==> src/rtl/random_source.sv <==
// Random-interval valid/ready stream source with an incrementing (or LFSR) payload.
// Optional feature: define RANDOM_SOURCE_LFSR_DATA_EN to send LFSR bits instead of the word counter.
module random_source #(
    parameter int          BITS  = 8,
    parameter int          SPEED = 2,
    parameter int          COUNT = 0,
    parameter logic [63:0] SEED  = 64'h1
) (
    input  logic            clk,
    input  logic            rst,
    input  logic            enable,
    output logic            valid,
    input  logic            ready,
    output logic [BITS-1:0] data,
    output logic [31:0]     sent,
    output logic            done
);

    localparam logic [63:0] TAPS     = 64'h8000_0000_0000_19E2;
    // SPEED == 0 gives an empty mask, so every cycle counts as a hit.
    localparam logic [63:0] HIT_MASK = (SPEED == 0) ? 64'd0 : ((64'd1 << SPEED) - 64'd1);
    localparam logic [31:0] COUNT_W  = 32'(COUNT);

    typedef enum logic [1:0] {
        IDLE,
        OFFER,
        DONE
    } state_t;

    state_t          state_q, state_d;
    logic [63:0]     lfsr_q, lfsr_d;
    logic            valid_q, valid_d;
    logic [BITS-1:0] data_q, data_d;
    logic [31:0]     sent_q, sent_d;
    logic            done_q, done_d;

    logic            hit;
    logic [31:0]     sentInc;
    logic [31:0]     nextSent;
    logic [BITS-1:0] loadWord;

    always_comb begin
        lfsr_d   = lfsr_q[0] ? ((lfsr_q >> 1) ^ TAPS) : (lfsr_q >> 1);
        hit      = ((lfsr_q & HIT_MASK) == 64'd0);
        sentInc  = sent_q + 32'd1;
        nextSent = ((state_q == OFFER) && ready) ? sentInc : sent_q;
`ifdef RANDOM_SOURCE_LFSR_DATA_EN
        loadWord = BITS'(lfsr_q);
`else
        loadWord = BITS'(nextSent);
`endif

        state_d = state_q;
        valid_d = valid_q;
        data_d  = data_q;
        sent_d  = sent_q;
        done_d  = done_q;

        // A held offer only ever ends through a transfer; enable just gates the next load.
        case (state_q)
            IDLE: begin
                valid_d = 1'b0;
                if (enable && hit) begin
                    state_d = OFFER;
                    valid_d = 1'b1;
                    data_d  = loadWord;
                end
            end
            OFFER: begin
                if (ready) begin
                    sent_d = sentInc;
                    if ((COUNT != 0) && (sentInc == COUNT_W)) begin
                        state_d = DONE;
                        valid_d = 1'b0;
                        done_d  = 1'b1;
                    end else if (enable && hit) begin
                        data_d = loadWord;
                    end else begin
                        state_d = IDLE;
                        valid_d = 1'b0;
                    end
                end
            end
            DONE: begin
                valid_d = 1'b0;
                done_d  = 1'b1;
            end
            default: begin
                state_d = IDLE;
                valid_d = 1'b0;
            end
        endcase
    end

    always_ff @(posedge clk or posedge rst) begin
        if (rst) begin
            state_q <= IDLE;
            lfsr_q  <= SEED;
            valid_q <= 1'b0;
            data_q  <= '0;
            sent_q  <= 32'd0;
            done_q  <= 1'b0;
        end else begin
            state_q <= state_d;
            lfsr_q  <= lfsr_d;
            valid_q <= valid_d;
            data_q  <= data_d;
            sent_q  <= sent_d;
            done_q  <= done_d;
        end
    end

    assign valid = valid_q;
    assign data  = data_q;
    assign sent  = sent_q;
    assign done  = done_q;

endmodule

==> config.mk <==
export PLATFORM = sky130hd
export DESIGN_NAME = random_source
export DESIGN_NICKNAME = d
export VERILOG_FILES = /design/src/rtl/random_source.sv
export SDC_FILE = /design/constraint.sdc
export NUM_CORES = 1
export LEC_CHECK = 0
export CAP_MARGIN = 20
export CORE_ASPECT_RATIO = 1.75
export CORE_UTILIZATION = 65
export CTS_CLUSTER_DIAMETER = 150
export DETAILED_ROUTE_END_ITERATION = 16
export DONT_BUFFER_PORTS = 1
export PLACE_DENSITY_LB_ADDON = 0.3
export SLEW_MARGIN = 20
export SYNTH_ARGS = -nofsm -noshare
export SYNTH_HDL_FRONTEND = slang
export SYNTH_SLANG_ARGS = --single-unit
export TNS_END_PERCENT = 30
==> constraint.sdc <==
create_clock -name clk -period 9 [get_ports clk]
set_clock_uncertainty 0.15 [all_clocks]
set_input_delay 2.25 -clock clk [delete_from_list [all_inputs] [get_ports clk]]
set_output_delay 2.25 -clock clk [all_outputs]
set_load 0.01 [all_outputs]
==> results of run 1 <==
[through the flow]
step / utilization (%) / hold WS [ns]
after floorplan: - / 0.1812
after global placement: 68.86 / 0.1843
after detailed placement: 68.86 / 0.1847
after CTS: 72.71 / 0.2023
after global routing: 72.71 / 0.2119
final: 72.71 / 0.2013
[layout make-up]
class,count,area [sq um]
clock inverters,6,65.06
clock buffers,10,137.6
multi-input cells,120,867.1
inverters,3,13.76
well taps,55,68.82
repair buffers,2,15.01
fillers,329,1434
flip-flops and latches,106,2654
[state kept, by name, indices dropped and copies added, names as in the netlist]
name and cells:
valid 1, state_q 1, lfsr_q 64, data 8, sent 32
[synthesized netlist by cell type (all sizes together), types with 2 or more instances]
library cell | number | area [sq um]
dfrtp | 105 | 2628
xnor2 | 21 | 183.9
xor2 | 16 | 140.1
nand3 | 14 | 70.07
nand4 | 12 | 81.33
mux2 | 10 | 112.6
nand2 | 10 | 37.54
nor3 | 8 | 40.04
and3 | 7 | 43.79
and4 | 4 | 35.03
and2 | 3 | 18.77
clkbuf | 3 | 11.26
ha | 3 | 37.54
inv | 3 | 11.26
nor2 | 3 | 11.26
a21oi | 2 | 10.01
buf | 2 | 12.51
or4 | 2 | 15.01
[kinds of logic (layout without fill, tap and decap cells)]
kind of cell    count (synthesis)  count (layout)  share of synthesized area, %
buf+inv                         8              21                        0.9851
simple gates                   65              65                         10.31
flops                         106             106                         74.63
other cells                     1               1                        0.1055
compound gates                  4               4                        0.6333
mux                            10              10                         3.167
fa+ha+maj                       3               3                         1.056
xor+xnor                       37              37                         9.113
[per-layer routing]
layer | GRT usage, % | vias to the layer above | routed length, um
met5 | 0 | - | 0
met4 | 8.791 | 0 | 90
met3 | 9.923 | 9 | 374
met2 | 30.86 | 49 | 2616
met1 | 28.60 | 884 | 2353
li1 | - | 809 | -
[worst min path at each step]
stage,start,end,slack [ns],depth (start not counted)
3_5_place_dp,lfsr_q[52]$_DFF_PP0_,lfsr_q[51]$_DFF_PP0_,0.18,0
2_1_floorplan,lfsr_q[11]$_DFF_PP0_,lfsr_q[10]$_DFF_PP0_,0.18,0
3_3_place_gp,lfsr_q[21]$_DFF_PP0_,lfsr_q[20]$_DFF_PP0_,0.18,0
5_1_grt,lfsr_q[15]$_DFF_PP0_,lfsr_q[14]$_DFF_PP0_,0.21,0
4_1_cts,lfsr_q[52]$_DFF_PP0_,lfsr_q[51]$_DFF_PP0_,0.20,0
6_report,lfsr_q[52]$_DFF_PP0_,lfsr_q[51]$_DFF_PP0_,0.20,0
[power groups by stage]
| stage | clock [mW] | sequential, mW | combinational, mW |
|---|---|---|---|
| floorplan | 0 | 0.558 | 0.0634 |
| global placement | 0 | 0.572 | 0.0725 |
| detailed placement | 0 | 0.574 | 0.0795 |
| CTS | 0.294 | 0.565 | 0.0795 |
| global route | 0.312 | 0.569 | 0.0882 |
| finish | 0.285 | 0.564 | 0.0776 |
==> results.cfg, run 1 <==
[clock_tree]
root_buffer = clkbuf_8
cts_max_level = 3
post_cts_buffers = 0
insertion_delay_ns = 0.36
cts_num_sinks = 106
clk_path_buf_depth = 2
clk_pin_slew_ns = 0.09
cts.repair.resized = 0
cts_buffers = 9
ctsHoldBuffers = 0
cts_tree = yes

[synthesis]
syn-num-nets = 241
ys_seq_area_share_pct = 74.63
yosys_warnings = 0
synthArstFlopShare_pct = 100.0
ys_ff_latch = 106
syn_avg_cell_area_sq_um = 15.20
synth_edf_count = 0
syn-instance-count = 234
yosysUniqueCellTypes = 26
syn_area_sq_um = 3556
synthFlopType = dfrtp_1

[drt]
dr.pass1.iters = 10
remaining_drc_errors = 5
postRouteWirelength_um = 5435
antenna_left = 0
vias = 1751
viasPerCell = 5.798
avgRoutedWirePerCell_um = 18.00
drt_iter0_drc = 82

[die]
die-area_sq_um = 5782
start_util_pct = 67.67
core_sq_um = 5255
dieWidth_um = 57.91
fp-row-count = 35
die_y_um = 99.85
io_pins = 46

[grt]
antenna_found_initial = 0
grt_pass1_vias = 1744
grt_pass1_wl_um = 8990
grt_overflow = 0
grt_usage_pct = 21.47
grt_start_max_net_pins = 76

[power_and_ir_drop]
power.density_nw_per_um2 = 242.6
p_seq_share_pct = 60.8
leakage_nw = 1.956
peakVddDrop_mv = 0.1575
combinationalPowerShare_pct = 8.4
internal_power_mw = 0.6799
switchingPower_mw = 0.2470
swShare_pct = 26.64
total_power_mw = 0.9269
power.share.clock_pct = 30.8

[placement]
dp.final_hpwl_um = 3606
placedCellCount = 286
placed_area_sq_um = 3618
numPortBuffers = 0
preCtsSetupSlack_ns = 5.437
routabilityCongestion = 0.7525

[timing]
tns_ns = 0
setup_viol = 0
setup_ws_ns = 5.691
maxSlewViolCount = 0
worstMarginPinSlew_ns = 0.8879
finalCriticalPeriod_ns = 3.309
max_freq_mhz = 302.2
finalCritPeriodShare_pct = 36.76
hold_viol_final = 0
slew_headroom_pct = 40.81
rsz0062_at_grt = no

[critical_path]
required_ns = 6.60
path_max_fanout = 7
path_depth = 0
reg2reg_from = sent[2]$_DFFE_PP0P_
start_kind = register
crit_type = register to output port
cp-endpoint = sent[2]
reg2reg_setup_slack_ns = 6.74
r2r-end = sent[27]$_DFFE_PP0P_
reg2regPathDepth = 4
worstPathArrival_ns = 0.91
critPathLaunch = sent[2]$_DFFE_PP0P_
end_kind = output port

[cells_and_area]
layout_commonest_cell = dfrtp_1
final_cell_mix = dfrtp_1 (105), xnor2_1 (21), xor2_1 (16)
diodes = 0
postLayoutCellArea_sq_um = 3821
nNetsFinal = 249
syn2layout_area_growth_pct = 7.459
drive_gt1_share_pct = 12.55
stdcell_count = 302

[min_path]
hold_path.class = register to register

[outcome]
violations = DRC
status = complete, but fails checks

[flow_run]
maxCapViolations = 0
Power figures use the tool's default switching activity.
==> inputs of run 2 (changes only) <==
CORE_UTILIZATION = 61   (was 65)
clock period = 3.3 ns   (was 9 ns; I/O delays follow)
==> results.cfg, run 2 (synthesized netlist as in run 1, its figures left out) <==
[outcome]
status = finished, final reports clean

[clock_tree]
cts_buffers = 9
root_buffer = clkbuf_8
clk_pin_slew_ns = 0.09
cts_tree = yes
insertion_delay_ns = 0.35
cts_max_level = 3
clk_path_buf_depth = 2
cts.repair.resized = 0
post_cts_buffers = 0
cts_num_sinks = 106
ctsHoldBuffers = 0

[drt]
vias = 1739
viasPerCell = 5.401
antenna_left = 0
remaining_drc_errors = 0
postRouteWirelength_um = 5335
drt_iter0_drc = 101
avgRoutedWirePerCell_um = 16.57
dr.pass1.iters = 4

[power_and_ir_drop]
leakage_nw = 1.954
power.share.clock_pct = 29.5
internal_power_mw = 1.833
combinationalPowerShare_pct = 8.4
peakVddDrop_mv = 0.4269
switchingPower_mw = 0.6308
power.density_nw_per_um2 = 640.3
swShare_pct = 25.60
p_seq_share_pct = 62.1

[critical_path]
worstPathArrival_ns = 2.39
end_kind = register
path_max_fanout = 8
start_kind = register
crit_type = register to register
reg2reg_from = sent[2]$_DFFE_PP0P_
required_ns = 3.44
critPathLaunch = sent[2]$_DFFE_PP0P_

[timing]
finalCriticalPeriod_ns = 2.245
hold_viol_final = 0
worstMarginPinSlew_ns = 0.7030
maxSlewViolCount = 0
setup_viol = 0
finalCritPeriodShare_pct = 68.04
max_freq_mhz = 445.3
slew_headroom_pct = 52.82
rsz0062_at_grt = no
setup_ws_ns = 1.055
tns_ns = 0

[placement]
placed_area_sq_um = 3659
routabilityCongestion = 0.8725
dp.final_hpwl_um = 3449
numPortBuffers = 0
preCtsSetupSlack_ns = 1.053

[die]
core_sq_um = 5585
die_y_um = 103
start_util_pct = 63.66
dieWidth_um = 59.72
die-area_sq_um = 6151
fp-row-count = 36
io_pins = 46

[grt]
antenna_found_initial = 0
grt_pass1_vias = 1703
grt_start_max_net_pins = 76
grt_usage_pct = 19.84
grt_overflow = 0
grt_pass1_wl_um = 8487

[min_path]
hold_path.class = register to register
hold_start = lfsr_q[37]$_DFF_PP0_

[cells_and_area]
syn2layout_area_growth_pct = 8.198
nNetsFinal = 249
drive_gt1_share_pct = 12.20
postLayoutCellArea_sq_um = 3847
diodes = 0
top_register = lfsr_q
layout_commonest_cell = dfrtp_1
final_cell_mix = dfrtp_1 (105), xnor2_1 (21), xor2_1 (16)
largest_reg_flops = 64

[flow_run]
maxCapViolations = 0
run 2: worst paths after layout:
path / slack [ns] / cells after the start / to
worst min register to register: 0.20 / 0 / lfsr_q[36]$_DFF_PP0_
worst min-delay path: 0.20 / 0 / lfsr_q[36]$_DFF_PP0_
worst max-delay path: 1.05 / 4 / sent[27]$_DFFE_PP0P_
worst max register to register: 1.05 / 4 / sent[27]$_DFFE_PP0P_
max in group asynchronous: 1.92 / 2 / lfsr_q[0]$_DFF_PP1_
min in group asynchronous: 0.28 / 1 / sent[3]$_DFFE_PP0P_
run 2: power by group through the flow:
stage	clock network (mW)	registers (mW)	logic [mW]
after floorplan	0	1.52	0.173
after global placement	0	1.56	0.202
after detailed placement	0	1.56	0.211
after CTS	0.753	1.53	0.213
after global routing	0.807	1.55	0.239
final	0.727	1.53	0.208
run 2: critical path: stages (launching register included):
cell	delay, ns
dfrtp_1	0.54
nand4_2	0.18
or4_1	0.69
or4_1	0.55
nand2_1	0.08
run 2: routing by layer:
metal  vias up  part of all wire [%]  GRT usage (%)
met5         -                     0              0
met3         9                   6.4          7.152
met4         0                   2.1          12.16
met2        42                    48          28.21
met1       885                    43          25.91
li1        803                     -              -
run 2: layout make-up:
class / instances / area (sq um)
tap: 76 / 95.09
fill: 419 / 1738
sequential: 106 / 2654
clock buffer: 13 / 178.9
inverter: 3 / 15.01
multi-input combinational: 120 / 867.1
clock inverter: 2 / 10.01
timing repair buffer: 2 / 27.53
run 2: stage by stage:
step	power [mW]	std cells	hold WS, ns	utilization (%)
after floorplan	1.694	234	0.1812	-
after global placement	1.759	307	0.1849	65.50
after detailed placement	1.772	307	0.1847	65.50
after CTS	2.500	322	0.2034	68.88
after global routing	2.597	322	0.2051	68.88
final	2.464	322	0.1992	68.88
==> inputs of run 3 (changes only) <==
CORE_UTILIZATION = 55   (was 61)
clock period = 2 ns   (was 3.3 ns; I/O delays follow)
==> results.cfg, run 3 (synthesized netlist as in run 1, its figures left out) <==
[cells_and_area]
fillCellCount = 443
fin_util_pct = 65.31
drive_gt1_share_pct = 20.37
diodes = 0
nNetsFinal = 274
stdcell_count = 350
top_register = lfsr_q
syn2layout_area_growth_pct = 14.39
layout_commonest_cell = dfrtp_1
largest_reg_flops = 64
final_cell_mix = dfrtp_1 (104), buf_4 (24), xnor2_1 (21)

[timing]
hold_viol_final = 0
maxSlewViolCount = 0
finalCritPeriodShare_pct = 93.67
finalCriticalPeriod_ns = 1.873
max_freq_mhz = 533.8
timing.hold.ws_ns = 0.2026
setup_viol = 0
tns_ns = 0
rsz0062_at_grt = no

[critical_path]
required_ns = 2.12
worst-path-buf-inv = 1
crit_type = register to register
slowest_stage = or4_4
path_cells = nand4_2, or4_4, buf_4, nor3_1, xor2_1
path_max_fanout = 6
crit_path_max_incr_delay_ns = 0.58
cp_top_family = simple AND/OR/NAND/NOR gates
end_kind = register
start_kind = register
worstPathArrival_ns = 1.99

[grt]
grt_usage_pct = 20.39
met2_usage_pct = 32.61
met3_usage_pct = 7.700
grt_pass1_wl_um = 10070
grt.met1_usage_pct = 24.87
grt_start_max_net_pins = 35
grt_overflow = 0
grt_busiest_layer = met2
grt_pass1_vias = 1937
antenna_found_initial = 0

[outcome]
status = finished, final reports clean

[drt]
avgRoutedWirePerCell_um = 17.49
remaining_drc_errors = 0
drt_iter0_drc = 143
antenna_left = 0
dr.pass1.iters = 4
vias = 1851
postRouteWirelength_um = 6120
viasPerCell = 5.289

[clock_tree]
insertion_delay_ns = 0.35
root_buffer = clkbuf_8
clk_path_buf_depth = 2
cts_buffers = 9
cts_tree = yes
cts_max_level = 3
clk_pin_slew_ns = 0.08
cts_num_sinks = 106

[power_and_ir_drop]
peakVddDrop_mv = 0.7436
leakage_nw = 2.083
power.density_nw_per_um2 = 1043
total_power_mw = 4.241

[placement]
placedCellCount = 335
numPortBuffers = 0
dp.final_hpwl_um = 4190
routabilityCongestion = 0.8456

[die]
die-area_sq_um = 6803
fp-row-count = 38
core_sq_um = 6228
die_y_um = 108.4
io_pins = 46
start_util_pct = 57.09
dieWidth_um = 62.78

[flow_run]
maxCapViolations = 0

[min_path]
hold_path.class = register to register
==> run 3: cell type report <==
class                      instances  area [sq um]  share of cell area (%)
timing repair buffer              27         230.2                   5.660
multi-input combinational        120         874.6                   21.50
sequential                       106          2655                   65.27
inverter                           3         15.01                  0.3691
clock buffer                      12         155.1                   3.814
clock inverter                     2         37.54                  0.9228
tap                               80         100.1                   2.461
==> run 3: where the power goes <==
group	total, mW	switching, mW	internal [mW]
Clock	1.26	0.626	0.634
Sequential	2.47	0.186	2.28
Combinational	0.510	0.285	0.225
Total	4.24	1.10	3.14
==> run 3: worst paths after layout <==
| kind | end | start | slack (ns) | cells past startpoint |
|---|---|---|---|---|
| max | sent[26]$_DFFE_PP0P_ | sent[2]$_DFFE_PP0P_ | 0.13 | 5 |
| min | lfsr_q[17]$_DFF_PP0_ | lfsr_q[18]$_DFF_PP0_ | 0.20 | 0 |
| max reg2reg | sent[26]$_DFFE_PP0P_ | sent[2]$_DFFE_PP0P_ | 0.13 | 5 |
| min reg2reg | lfsr_q[17]$_DFF_PP0_ | lfsr_q[18]$_DFF_PP0_ | 0.20 | 0 |
| max in group asynchronous | lfsr_q[0]$_DFF_PP1_ | rst | 0.63 | 3 |
| min in group asynchronous | sent[24]$_DFFE_PP0P_ | rst | 0.49 | 2 |
==> run 3: stage by stage <==
stage	cell area, sq um	setup WS [ns]
floorplan	3560	-0.06942
global placement	3856	0.1245
detailed placement	3856	0.08586
CTS	4059	0.06142
global route	4068	0.01389
finish	4068	0.1266
==> run 3: timing repair <==
action / 4_1_cts / 5_1_grt
resized for setup: 0 / 3
endpoints found under the hold margin: 14 / 0
hold buffers: 1 / 0
endpoints found under the setup margin: 0 / 6
buffers inserted: 0 / 0
==> run 3: layer usage <==
layer  up-vias  share of wire [%]
met3         5                7.2
li1        855                  -
met5         -                  0
met1       941                 41
met2        50                 51
met4         0                1.3
==> run 3: worst reg2reg max path, cell delays in order (launching register included) <==
cell	delay, ns
dfrtp_1	0.37
nand4_2	0.12
or4_4	0.58
buf_4	0.17
nor3_1	0.23
xor2_1	0.18
